File: config.mk
export PLATFORM = sky130hd
export DESIGN_NAME = risc_v_mike_imem_loader
export DESIGN_NICKNAME = d
export VERILOG_FILES = /design/src/rtl/risc_v_mike_pkg.sv /design/src/rtl/risc_v_mike_byte_packer.sv /design/src/rtl/risc_v_mike_imem_loader.sv
export SDC_FILE = /design/constraint.sdc
export NUM_CORES = 1
export LEC_CHECK = 0
export CAP_MARGIN = 25
export CORE_MARGIN = 1.5
export CORE_UTILIZATION = 36
export CTS_BUF_LIST = sky130_fd_sc_hd__clkbuf_4 sky130_fd_sc_hd__clkbuf_8
export CTS_CLUSTER_DIAMETER = 60
export DETAILED_ROUTE_END_ITERATION = 10
export PLACE_DENSITY = 0.79
export SYNTH_ARGS = -nofsm -noshare
export SYNTH_HDL_FRONTEND = slang
export SYNTH_SLANG_ARGS = --single-unit
File: constraint.sdc
create_clock -name clk -period 2.74 [get_ports clk]
set_clock_uncertainty 0.2 [all_clocks]
set_input_delay 0.548 -clock clk [delete_from_list [all_inputs] [get_ports clk]]
set_output_delay 0.548 -clock clk [all_outputs]
set_load 0.02 [all_outputs]
File: src/rtl/risc_v_mike_pkg.sv
// Shared types and constants for the risc_v_mike core slice.
//   t_pc_addr        : 32-bit byte address used by the fetch stage
//   RV_NOP           : canonical RISC-V NOP (addi x0, x0, 0)
//   IMEM_DEPTH_DEF   : default instruction-memory depth in 32-bit words
//   t_imem_ld_state  : instruction-memory loader FSM states
package risc_v_mike_pkg;

  typedef logic [31:0] t_pc_addr;

  localparam logic [31:0] RV_NOP = 32'h00000013;
  localparam int IMEM_DEPTH_DEF = 1024;

  typedef enum logic [1:0] {
    LD_IDLE,
    LD_RX,
    LD_WR,
    LD_DONE
  } t_imem_ld_state;

endpackage

File: src/rtl/risc_v_mike_byte_packer.sv
// Packs a byte stream into little-endian 32-bit words.
//   clk, rst   : clock, synchronous active-high reset (clears count and word)
//   clear      : restart packing at byte 0 (word contents are overwritten anyway)
//   byte_en    : a byte is accepted this cycle
//   byte_data  : accepted byte; byte n of a word lands in bits [8n+7:8n]
//   word_full  : the byte accepted this cycle completes the word
//   word       : packed word register
module risc_v_mike_byte_packer (
  input  logic        clk,
  input  logic        rst,
  input  logic        clear,
  input  logic        byte_en,
  input  logic [7:0]  byte_data,
  output logic        word_full,
  output logic [31:0] word
);

  logic [1:0] cnt;

  always_ff @(posedge clk) begin
    if (rst) begin
      cnt  <= 2'd0;
      word <= 32'd0;
    end else if (clear) begin
      cnt <= 2'd0;
    end else if (byte_en) begin
      word[{cnt, 3'b000} +: 8] <= byte_data;
      cnt                      <= cnt + 2'd1;
    end
  end

  assign word_full = byte_en && (cnt == 2'd3);

endmodule

File: src/rtl/risc_v_mike_imem_loader.sv
// Instruction-memory loader: owns the imem write port, receives a program as
// a byte stream, packs it into words and writes them to consecutive word
// addresses starting at 0, while holding the core and feeding it NOPs.
//   load_start/load_len          : begin a load of load_len words (IDLE only)
//   byte_valid/byte_data/ready   : byte-stream handshake from the source
//   fetch_addr/fetch_data        : core fetch path (byte PC in, instruction out)
//   imem_rd_addr/imem_rd_data    : combinational memory read port
//   imem_wr_en/addr/data         : memory write port, driven only in WR
//   core_hold                    : stall the PC while a load is in progress
//   load_done                    : one-cycle pulse when the last word is written
//   load_err                     : sticky, set by an illegal load_len
//   fetch_err                    : misaligned or out-of-range fetch address
module risc_v_mike_imem_loader
  import risc_v_mike_pkg::*;
#(
  parameter int IMEM_DEPTH  = IMEM_DEPTH_DEF,
  parameter int IMEM_ADDR_W = $clog2(IMEM_DEPTH),
  parameter int LEN_W       = IMEM_ADDR_W + 1
) (
  input  logic                   clk,
  input  logic                   rst,
  input  logic                   load_start,
  input  logic [LEN_W-1:0]       load_len,
  input  logic                   byte_valid,
  input  logic [7:0]             byte_data,
  output logic                   byte_ready,
  input  t_pc_addr               fetch_addr,
  output logic [31:0]            fetch_data,
  output logic [IMEM_ADDR_W-1:0] imem_rd_addr,
  input  logic [31:0]            imem_rd_data,
  output logic                   imem_wr_en,
  output logic [IMEM_ADDR_W-1:0] imem_wr_addr,
  output logic [31:0]            imem_wr_data,
  output logic                   core_hold,
  output logic                   load_done,
  output logic                   load_err,
  output logic                   fetch_err
);

  localparam logic [LEN_W-1:0] DEPTH_LEN  = LEN_W'(IMEM_DEPTH);
  localparam logic [31:0]      DEPTH_WORD = 32'(IMEM_DEPTH);

  t_imem_ld_state   state, state_next;
  logic [LEN_W-1:0] len_lat;
  logic [LEN_W-1:0] word_ptr;
  logic [LEN_W-1:0] ptr_inc;
  logic             len_ok;
  logic             byte_acc;
  logic             word_full;
  logic [31:0]      packed_word;

  // word_ptr is LEN_W wide so that a full-depth load ends with ptr_inc equal
  // to IMEM_DEPTH instead of wrapping to zero.
  assign ptr_inc  = word_ptr + LEN_W'(1);
  assign len_ok   = (load_len != '0) && (load_len <= DEPTH_LEN);
  assign byte_acc = byte_valid && byte_ready;

  risc_v_mike_byte_packer u_packer (
    .clk       (clk),
    .rst       (rst),
    .clear     (state == LD_WR),
    .byte_en   (byte_acc),
    .byte_data (byte_data),
    .word_full (word_full),
    .word      (packed_word)
  );

  always_ff @(posedge clk) begin
    if (rst) begin
      state    <= LD_IDLE;
      len_lat  <= '0;
      word_ptr <= '0;
      load_err <= 1'b0;
    end else begin
      state <= state_next;
      if (state == LD_IDLE && load_start) begin
        if (len_ok) begin
          load_err <= 1'b0;
          len_lat  <= load_len;
          word_ptr <= '0;
        end else begin
          load_err <= 1'b1;
        end
      end
      if (state == LD_WR) begin
        word_ptr <= ptr_inc;
      end
    end
  end

  always_comb begin
    state_next = state;
    unique case (state)
      LD_IDLE: if (load_start && len_ok) state_next = LD_RX;
      LD_RX:   if (word_full) state_next = LD_WR;
      LD_WR:   state_next = (ptr_inc == len_lat) ? LD_DONE : LD_RX;
      LD_DONE: state_next = LD_IDLE;
      default: state_next = LD_IDLE;
    endcase
  end

  assign byte_ready   = (state == LD_RX);
  assign imem_wr_en   = (state == LD_WR);
  assign imem_wr_addr = word_ptr[IMEM_ADDR_W-1:0];
  assign imem_wr_data = packed_word;
  assign core_hold    = (state != LD_IDLE);
  assign load_done    = (state == LD_DONE);

  // Fetch path: the core sees NOPs while held or when its PC is unusable.
  assign imem_rd_addr = fetch_addr[IMEM_ADDR_W+1:2];
  assign fetch_err    = (fetch_addr[1:0] != 2'b00) || ((fetch_addr >> 2) >= DEPTH_WORD);
  assign fetch_data   = (core_hold || fetch_err) ? RV_NOP : imem_rd_data;

endmodule

Yosys cells after proc, flatten, opt, wreduce, memory -nomap -nowiden
Index checks and enable logic that the tools add are counted.
{ "op_classes": {"bitwise_logic": 1, "addsub": 3, "reduce_logical": 18, "n_shift": 2, "mux": 10, "n_eq_ne": 7, "magnitude_cmp": 2} }
{ "op_table": {"columns": ["cell", "n"], "rows": [
  ["two-way mux 11 bit", 3],
  ["bitwise mux 32 bit", 1],
  ["two-way mux 32 bit", 1],
  ["variable shift 8 x 7 -> 32 bit, first input constant", 1],
  ["indexed part select 8 x 7 -> 32 bit", 1],
  ["greater-or-equal comparator 30 x 11 -> 1 bit, second input constant", 1],
  ["adder 11 x 1 -> 11 bit, second input constant", 1],
  ["== test 11 bit", 1],
  ["<= comparator 11 bit, second input constant", 1],
  ["nonzero test 11 bit", 1],
  ["one-hot mux 2 bit (4 select lines)", 1],
  ["AND reduction 2 bit", 4],
  ["nonzero test 2 bit", 4],
  ["negator 5 -> 7 bit", 1],
  ["== test 2 bit, second input constant", 3],
  ["two-way mux 2 bit", 3],
  ["logical AND 1 bit", 5],
  ["inequality test 2 x 1 -> 1 bit, second input constant", 2],
  ["adder 2 x 1 -> 2 bit, second input constant", 1],
  ["== test 2 x 1 -> 1 bit, second input constant", 1],
  ["logical NOT 2 bit", 1],
  ["logical OR 1 bit", 2],
  ["OR reduction 2 bit", 1],
  ["two-way mux 1 bit", 1],
  ["NOT 1 bit", 1]
]} }
{ "word_totals": {"word_cells": 49, "reg_bits": 59, "input_bits": 87} }

Depth between registers and ports, before layout
Gate-level depths: netlist of run 1.
{ "depth": {"ltp_word": 5, "depth_mapped": 8, "mapped_depth_nobuf": 7} }

Modules after synthesis
A second synthesis of run 1 with hierarchy kept.
{ "hier_totals": {"hier_cells": 352, "hier_area_um2": 3099.2} }
{ "modules_own_cells": {"columns": ["module", "area_each_um2", "n_inst", "cells_each", "seq_area_each_um2"], "rows": [
  ["risc_v_mike_imem_loader", 1774.2, 1, 223, 500.5],
  ["risc_v_mike_byte_packer", 1325.0, 1, 129, 680.7]
]} }

Least setup slack after synthesis of run 1
No wires, ideal clock.
{ "synth_path": {"path_type": "input to output", "start": "in fetch_addr[16]", "end": "out fetch_data[21]", "n_path_buf": 2, "arrival_time_ps": 2283, "path_slack_ps": -291, "required_ps": 1992, "path_stages": 6, "path_cell_list": "or4_1 or4_4 nor2_1 buf_2 clkbuf_2 and2_1"} }
{ "synth_between": {"elab_chain_len": 4} }
{ "synth_lines": {"columns": ["item", "line", "rtl"], "rows": [
  ["start, declared", "risc_v_mike_imem_loader.sv:27", "input t_pc_addr fetch_addr,"],
  ["greater-or-equal comparator 30 x 11 -> 1 bit", "risc_v_mike_imem_loader.sv:111", "assign fetch_err = (fetch_addr[1:0] != 2'b00) || ((fetch_addr >> 2) >= DEPTH_WORD);"],
  ["logical OR 1 bit", "risc_v_mike_imem_loader.sv:111", null],
  ["via fetch_err", "risc_v_mike_imem_loader.sv:37", "output logic fetch_err"],
  ["logical OR 1 bit", "risc_v_mike_imem_loader.sv:112", "assign fetch_data = (core_hold || fetch_err) ? RV_NOP : imem_rd_data;"],
  ["two-way mux 32 bit", "risc_v_mike_imem_loader.sv:112", null],
  ["end, declared", "risc_v_mike_imem_loader.sv:28", "output logic [31:0] fetch_data,"]
]} }
The timed path passes the listed nets, and every way through them passes these cells.

Final worst setup path of run 1
{ "layout_path": {"start": "in fetch_addr[25]", "end": "out fetch_data[9]"} }
{ "layout_between": {"elab_chain_len": 4} }
{ "layout_lines": {"columns": ["item", "line"], "rows": [
  ["greater-or-equal comparator 30 x 11 -> 1 bit", "risc_v_mike_imem_loader.sv:111"],
  ["logical OR 1 bit", "risc_v_mike_imem_loader.sv:111"],
  ["logical OR 1 bit", "risc_v_mike_imem_loader.sv:112"],
  ["two-way mux 32 bit", "risc_v_mike_imem_loader.sv:112"]
]} }
Every way passes these cells.

==> qor.log, run 1 <==
qor: run_status.outcome complete, but fails checks
qor: run_status.violations negative setup slack
qor: detailed_routing.postRouteAntennaNets 0
qor: sta.finalHoldViolations 0
qor: worst_setup_path.cp_data_required_time 1990 ps
qor: sta.maximum_clock_frequency 0.333 GHz
qor: job.max_cap_viols 0
qor: detailed_routing.number_of_remaining_drc_errors 0
qor: worst_setup_path.crit_path_max_fo 7
qor: detailed_routing.wl_per_cell 15.2 microns
qor: yosys.netlist.area_leader.share 0.370
qor: sta.timing_max_transition_violations_final 0
qor: grt.all_layer_global_routing_usage 0.214
qor: sta.relSlewSlack 0.672
qor: grt.grt_overflow 0
qor: yosys.postSynth.topFlopCell sky130_fd_sc_hd__dfxtp_1
qor: yosys.largest_cells_by_area_after_synthesis sky130_fd_sc_hd__dfxtp_1 (37%), sky130_fd_sc_hd__a21oi_1 (7.2%), sky130_fd_sc_hd__nand3_1 (6.1%)
qor: clock_network.ctsRootBufferMaster sky130_fd_sc_hd__clkbuf_8
qor: clock_network.cts_htree_levels 3
qor: clock_network.cts_max_path_bufs 2
qor: detailed_routing.finalWirelength 10100 microns
qor: floorplanning.die_area 9450 sq um
qor: detailed_routing.detail_route.vias_per_cell 5.03
qor: worst_setup_path.worstRegToRegCells 7
qor: final_layout.storage_element_area 1180 sq um
qor: sta.post-route-min-period 3000 ps
qor: yosys.post_synth.cell_area_avg 7.87 sq um
qor: yosys.ys_ff_latch 59
qor: yosys.synth_cell_type_count 39
qor: clock_network.clock_sink_count 59
qor: worst_setup_path.timing.critical_path.from_type input port
qor: worst_setup_path.critical_path.top_delay_family simple AND/OR/NAND/NOR gates
qor: sta.max_slew.worst_pin.slew 492 ps
qor: hold_path.timing.hold.worst_path_depth 2
qor: yosys.syn_area 3200 sq um
qor: floorplanning.initial_core_util 0.368
qor: power.largest_voltage_drop_on_the_vdd_net 0.303 mV
qor: final_layout.nets 645
qor: floorplanning.core_area 8680 sq um
qor: power.power_density 357 nW/um^2
qor: yosys.yosys_warnings 0
qor: yosys.synth-edff-count 0
qor: final_layout.multi_input_area 1850 sq um
qor: worst_setup_path.cp_slowest_cell sky130_fd_sc_hd__or4_1
qor: floorplanning.boundaryPins 177
qor: grt.antenna_found_initial 0
qor: detailed_routing.drtIter0Drc 132
qor: worst_setup_path.critical_path.n_buffers_inverters 4
qor: yosys.share_of_async_settable_or_async_resettable_flops_after_synthesis 0
qor: clock_network.tritoncts yes
qor: grt.first_global_vias 3430
qor: yosys.syn_nets 499
qor: worst_setup_path.critPathMostFrequentCell sky130_fd_sc_hd__buf_6
qor: worst_setup_path.timing.critical_path.depth 8
qor: final_layout.layout.filler_cells 770
qor: placed_design.dp_hpwl 7440 microns
qor: clock_network.tritoncts_buffer_count 9
qor: yosys.yosysTopAreaCell sky130_fd_sc_hd__dfxtp_1
qor: worst_setup_path.critPathMaxStageDelay 500 ps
qor: hold_path.hold_path_class flop to flop
qor: placed_design.place.gp.congestion 0.838
qor: yosys.ys_top_cells_by_count sky130_fd_sc_hd__dfxtp_1 (59), sky130_fd_sc_hd__nand2_1 (49), sky130_fd_sc_hd__a21oi_1 (46), sky130_fd_sc_hd__nand3_1 (39), sky130_fd_sc_hd__and2_1 (31)
qor: power.report.power.total 1.83 mW
qor: worst_setup_path.critPathCaptureType primary output
qor: placed_design.port_buffers 156
qor: sta.fin_setup_tns -7450 ps
qor: sta.setup_slack -264 ps
qor: power.total_leakage_power 1.96 nW
qor: worst_setup_path.critPathArrivalTime 2260 ps
qor: yosys.synth_sequential_area_ratio 0.370
qor: grt.largest_net_degree_at_the_start_of_global_routing 27
qor: floorplanning.rows 34
qor: yosys.post_synth_inst_count 406
qor: yosys.synthMostInstantiatedCell sky130_fd_sc_hd__dfxtp_1
qor: final_layout.area_growth_syn_to_layout 61.0%
qor: worst_setup_path.path_class input port to primary output
qor: floorplanning.dieWidth 97.2 microns
qor: floorplanning.dieHeight 97.2 microns
qor: detailed_routing.firstDrtPassIters 4
qor: final_layout.diodes 0
qor: worst_setup_path.critical_path.cell_chain buf_6 -> or4_1 -> or4_4 -> nor2_4 -> buf_6 -> buf_16 -> and2_2 -> buf_6
qor: clock_network.cts.reportedPaths.clkPinSlew 70 ps
qor: clock_network.cts_hold_repair.buffers 0
qor: final_layout.drive_above_1_share 0.233
qor: grt.grt_pass1_wl 16600 microns
qor: sta.unrepaired_setup_endpoints_after_global_routing yes
qor: sta.setup_viol_count_final 32
qor: clock_network.source_to_sink_clock_delay_at_the_later_pin_of_the_worst_skew_pair 340 ps
qor: detailed_routing.via_count 3346
qor: sta.final_min_period_over_clock_period 1.10
-- final timing paths --
path | startpoint | to | slack, ps
worst max register to register | word_ptr[0] | state[1] | 340
worst min register to register | u_packer.word[7] | u_packer.word[7] | 250
worst min-delay path | u_packer.word[7] | u_packer.word[7] | 250
worst max-delay path | fetch_addr[25] | fetch_data[9] | -260
-- logic make-up after synthesis --
kind of cell / synth area share
multiplexers: 0.0415
flip-flops: 0.370
adder cells (fa/ha/maj): 0.0235
AND/OR/NAND/NOR: 0.308
XOR/XNOR: 0.0439
AO/OA/AOI/OAI: 0.125
buffers and inverters: 0.0889
-- per-layer routing --
metal	share of wire	wire, microns	track usage	vias to the layer above
met1	0.41	4170	0.249	1528
met4	0.018	185	0.0791	0
li1	-	-	-	1683
met2	0.51	5170	0.381	118
met5	0	0	0	-
met3	0.056	562	0.0532	17
-- worst reg2reg max path, delay by kind of cell (launching register included) --
family	cells	cell delay, ps
adder cells (fa/ha/maj)	1	320
flip-flops	1	460
AO/OA/AOI/OAI	1	160
AND/OR/NAND/NOR	4	1080
XOR/XNOR	1	110
-- placed cells by master, fill, tap and decap left out, types with 4 or more instances in the layout --
master	n
sky130_fd_sc_hd__and2_4	28
sky130_fd_sc_hd__nor2_1	28
sky130_fd_sc_hd__dfxtp_1	59
sky130_fd_sc_hd__a22oi_1	5
sky130_fd_sc_hd__ha_1	6
sky130_fd_sc_hd__a21oi_1	46
sky130_fd_sc_hd__nand4_1	4
sky130_fd_sc_hd__clkdlybuf4s50_1	102
sky130_fd_sc_hd__nor3_1	4
sky130_fd_sc_hd__buf_6	37
sky130_fd_sc_hd__mux2i_1	10
sky130_fd_sc_hd__xnor2_1	10
sky130_fd_sc_hd__or3_1	5
sky130_fd_sc_hd__clkdlybuf4s15_1	4
sky130_fd_sc_hd__buf_4	16
sky130_fd_sc_hd__nand3_1	39
sky130_fd_sc_hd__clkbuf_8	9
sky130_fd_sc_hd__nor3b_1	5
sky130_fd_sc_hd__inv_1	6
sky130_fd_sc_hd__buf_2	4
sky130_fd_sc_hd__clkbuf_2	10
sky130_fd_sc_hd__and3_1	10
sky130_fd_sc_hd__o21ai_0	7
sky130_fd_sc_hd__nand2_1	49
sky130_fd_sc_hd__xor2_1	5
-- through the flow --
step                std cells  cell area, sq um  hold slack (ps)  utilization  worst slack [ps]
finish                    665              5150              253        0.593              -264
global route              665              5150              280        0.593              -338
CTS                       668              5200              256        0.599              -431
detailed placement        643              4850              246        0.559             -1090
global placement          643              4850              239        0.559             -1060
floorplan                 406              3280              277            -              -216
-- state kept, by name, summed over array words and instances, names as in the netlist --
signal and cells:
state 2, u_packer.word 32, load_err 1, len_lat 11
word_ptr 11, u_packer.cnt 2
-- timing repair --
action / in CTS / in global routing
endpoints found under the hold margin: 0 / 0
pin swaps: 20 / 14
buffers inserted: 6 / 1
setup endpoints to repair: 33 / 38
cloned: 3 / 0
resized for setup: 235 / 40
-- area by class of cell --
type | count | share of cell area
clock buffers | 10 | 0.0255
inverters | 6 | 0.00438
flip-flops and latches | 59 | 0.230
clock inverters | 6 | 0.00802
multi-input cells | 297 | 0.360
well taps | 108 | 0.0263
repair buffers | 179 | 0.346
-- where the power goes --
group          internal, mW  leakage [nW]  switching [mW]  total (mW)
registers             0.872         0.477          0.0114       0.883
logic                 0.144          1.40           0.111       0.255
clock network         0.337        0.0821           0.360       0.697
total                  1.35          1.96           0.483        1.83
Note: power is estimated with default switching activity, not from simulation.
==> inputs of run 2 (changes only) <==
--- a/config.mk
+++ b/config.mk
@@ -6,7 +6,7 @@
 export NUM_CORES = 1
 export LEC_CHECK = 0
 export CAP_MARGIN = 25
-export CORE_MARGIN = 1.5
+export CORE_MARGIN = 2
 export CORE_UTILIZATION = 36
 export CTS_BUF_LIST = sky130_fd_sc_hd__clkbuf_4 sky130_fd_sc_hd__clkbuf_8
 export CTS_CLUSTER_DIAMETER = 60
==> run 2 against run 1 <==
- the run still ends with negative setup slack left
- combinational power is essentially flat
- die area grew 2.1%
- count of clock-buffer cells in the layout shrank 1
- flip-flop and latch count is the same
- maximum frequency shrank 0.28%
- via count grew 1.8%
- setup slack lost 8.4 ps
- wire length is essentially flat
- critical endpoint is now fetch_data[14]
==> qor.log, run 2 (synthesis results as in run 1) <==
qor: run_status.outcome complete, but fails checks
qor: run_status.violations negative setup slack
qor: clock_network.cts_max_path_bufs 2 [unchanged]
qor: sta.fin_hold_ws 255 ps [+2.26 ps]
qor: sta.finalHoldViolations 0 [unchanged]
qor: worst_setup_path.cp_data_required_time 1990 ps [about the same]
qor: sta.timing_max_transition_violations_final 0 [unchanged]
qor: worst_setup_path.critPathArrivalTime 2260 ps [about the same]
qor: final_layout.nets 648 [+0.47%]
qor: worst_setup_path.worstRegToRegCells 7 [unchanged]
qor: grt.antenna_found_initial 0 [unchanged]
qor: final_layout.diodes 0 [unchanged]
qor: floorplanning.rows 34 [unchanged]
qor: clock_network.tritoncts_buffer_count 9 [unchanged]
qor: detailed_routing.drtIter0Drc 187 [+42%]
qor: placed_design.port_buffers 156 [unchanged]
qor: placed_design.placedCellCount 646 [+0.47%]
qor: sta.unrepaired_setup_endpoints_after_global_routing yes
qor: placed_design.place.gp.congestion 0.840 [+0.14%]
qor: final_layout.largest-register u_packer.word
qor: floorplanning.initial_core_util 0.368 [unchanged]
qor: clock_network.cts_htree_levels 3 [unchanged]
qor: grt.largest_net_degree_at_the_start_of_global_routing 26 [-3.7%]
qor: power.largest_voltage_drop_on_the_vdd_net 0.467 mV [+54%]
qor: final_layout.final_design_area_no_fill 5220 sq um [+1.5%]
qor: power.power_density 388 nW/um^2 [+8.8%]
qor: worst_setup_path.critPathCaptureType primary output
qor: sta.fin_setup_tns -8170 ps [-723 ps]
qor: sta.max_slew.worst_pin.slew 482 ps [-10.5 ps]
qor: floorplanning.dieWidth 98.2 microns [+1.0%]
qor: sta.setup_viol_count_final 32 [unchanged]
qor: grt.first_global_vias 3309 [-3.5%]
qor: final_layout.final_common_cell sky130_fd_sc_hd__clkdlybuf4s50_1
qor: hold_path.hold_path_class flop to flop
qor: final_layout.largest_reg_flops 32 [unchanged]
qor: worst_setup_path.crit_path_max_fo 7 [unchanged]
qor: detailed_routing.detail_route.vias_per_cell 5.10 [+1.3%]
qor: sta.post-route-min-period 3010 ps [+8.36 ps]
qor: detailed_routing.finalWirelength 10100 microns [about the same]
qor: grt.grt_pass1_wl 16200 microns [-2.8%]
qor: hold_path.hold-path-endpoint u_packer.word[14]
qor: sta.final_min_period_over_clock_period 1.10 [+0.00305]
qor: worst_setup_path.worst_r2r_startpoint word_ptr[1]
qor: floorplanning.boundaryPins 177 [unchanged]
qor: floorplanning.dieHeight 98.2 microns [+1.0%]
qor: job.max_cap_viols 0 [unchanged]
qor: sta.relSlewSlack 0.676 [+0.00452]
qor: placed_design.dp_hpwl 7480 microns [+0.49%]
qor: power.report.power.total 2.03 mW [+10%]
qor: worst_setup_path.reg2reg_to state[1]
qor: final_layout.layout.cells.most_common_list sky130_fd_sc_hd__clkdlybuf4s50_1 (102), sky130_fd_sc_hd__dfxtp_1 (59), sky130_fd_sc_hd__nand2_1 (49)
qor: detailed_routing.firstDrtPassIters 4 [unchanged]
qor: worst_setup_path.path_class input port to primary output
qor: final_layout.layout.filler_cells 763 [-0.91%]
qor: worst_setup_path.r2r_setup_slack 400 ps [+60 ps]
qor: final_layout.biggest_registers_after_layout u_packer.word x32, len_lat x11, word_ptr x11
qor: clock_network.cts.reportedPaths.clkPinSlew 80 ps [about the same]
qor: grt.all_layer_global_routing_usage 0.205 [-0.00982]
qor: hold_path.timing.hold.worst_path_depth 2 [unchanged]
qor: floorplanning.die_area 9650 sq um [+2.1%]
qor: final_layout.area_growth_syn_to_layout 63.4%
qor: clock_network.ctsRootBufferMaster sky130_fd_sc_hd__clkbuf_8
qor: hold_path.hold_path.startpoint u_packer.word[14]
qor: grt.grt_overflow 0 [unchanged]
qor: clock_network.source_to_sink_clock_delay_at_the_later_pin_of_the_worst_skew_pair 340 ps [about the same]
qor: placed_design.dpl_cell_area 4870 sq um [+0.46%]
qor: floorplanning.core_area 8680 sq um [unchanged]
qor: sta.setup_slack -272 ps [-8.36 ps]
qor: detailed_routing.number_of_remaining_drc_errors 0 [unchanged]
qor: final_layout.final_cells 668 [+0.45%]
qor: detailed_routing.wl_per_cell 15.1 microns [-0.55%]
qor: detailed_routing.via_count 3405 [+1.8%]
qor: final_layout.drive_above_1_share 0.238 [+0.00411]
qor: clock_network.tritoncts yes
qor: clock_network.clock_sink_count 59 [unchanged]
qor: detailed_routing.postRouteAntennaNets 0 [unchanged]
qor: sta.maximum_clock_frequency 0.332 GHz [-0.28%]
qor: power.total_leakage_power 2.01 nW [+2.6%]
qor: worst_setup_path.timing.critical_path.from_type input port
qor: clock_network.cts_hold_repair.buffers 0 [unchanged]
run 2: area by class of cell:
class	count	area [sq um]	area share
sequential	59	1180	0.226
tap	108	135	0.0259
clock inverter	7	100	0.0192
multi-input combinational	297	1860	0.355
inverter	6	22.5	0.00431
timing repair buffer	182	1800	0.345
clock buffer	9	124	0.0237
run 2: worst max-delay path by stage:
| stage | from | to | slack (ps) | cells past startpoint |
|---|---|---|---|---|
| after floorplan | fetch_addr[16] | fetch_data[21] | -220 | 6 |
| after global placement | fetch_addr[16] | fetch_data[19] | -1100 | 7 |
| after detailed placement | fetch_addr[16] | fetch_data[16] | -1140 | 7 |
| after CTS | fetch_addr[25] | fetch_data[16] | -430 | 10 |
| after global routing | fetch_addr[29] | fetch_data[11] | -330 | 9 |
| final | fetch_addr[14] | fetch_data[14] | -270 | 8 |
run 2: layer usage:
layer	global-route usage	wire length [microns]	vias up
li1	-	-	1683
met1	0.241	4090	1586
met2	0.375	5250	124
met3	0.0351	593	12
met4	0.0685	144	0
met5	0	0	-
run 2: critical path, stage by stage:
cell                     delay [ps]
sky130_fd_sc_hd__buf_6           90
sky130_fd_sc_hd__or4_4          520
sky130_fd_sc_hd__or4_4          450
sky130_fd_sc_hd__nor2_4         150
sky130_fd_sc_hd__buf_6          140
sky130_fd_sc_hd__buf_16         120
sky130_fd_sc_hd__and2_4         130
sky130_fd_sc_hd__buf_6          100
run 2: repair_timing:
action	CTS	global route
gates resized for setup	241	36
setup buffers	7	0
pin swaps	21	14
setup endpoints to repair	33	34
gates cloned	3	0
run 2: through the flow:
step                setup WS, ps  utilization
global placement           -1100        0.561
finish                      -272        0.602
CTS                         -431        0.609
global route                -332        0.602
detailed placement         -1140        0.561
floorplan                   -216            -
run 2: power breakdown:
group	internal [mW]	switching [mW]	total, mW
logic	0.144	0.111	0.255
registers	0.871	0.0116	0.883
clock network	0.518	0.371	0.888
total	1.53	0.494	2.03
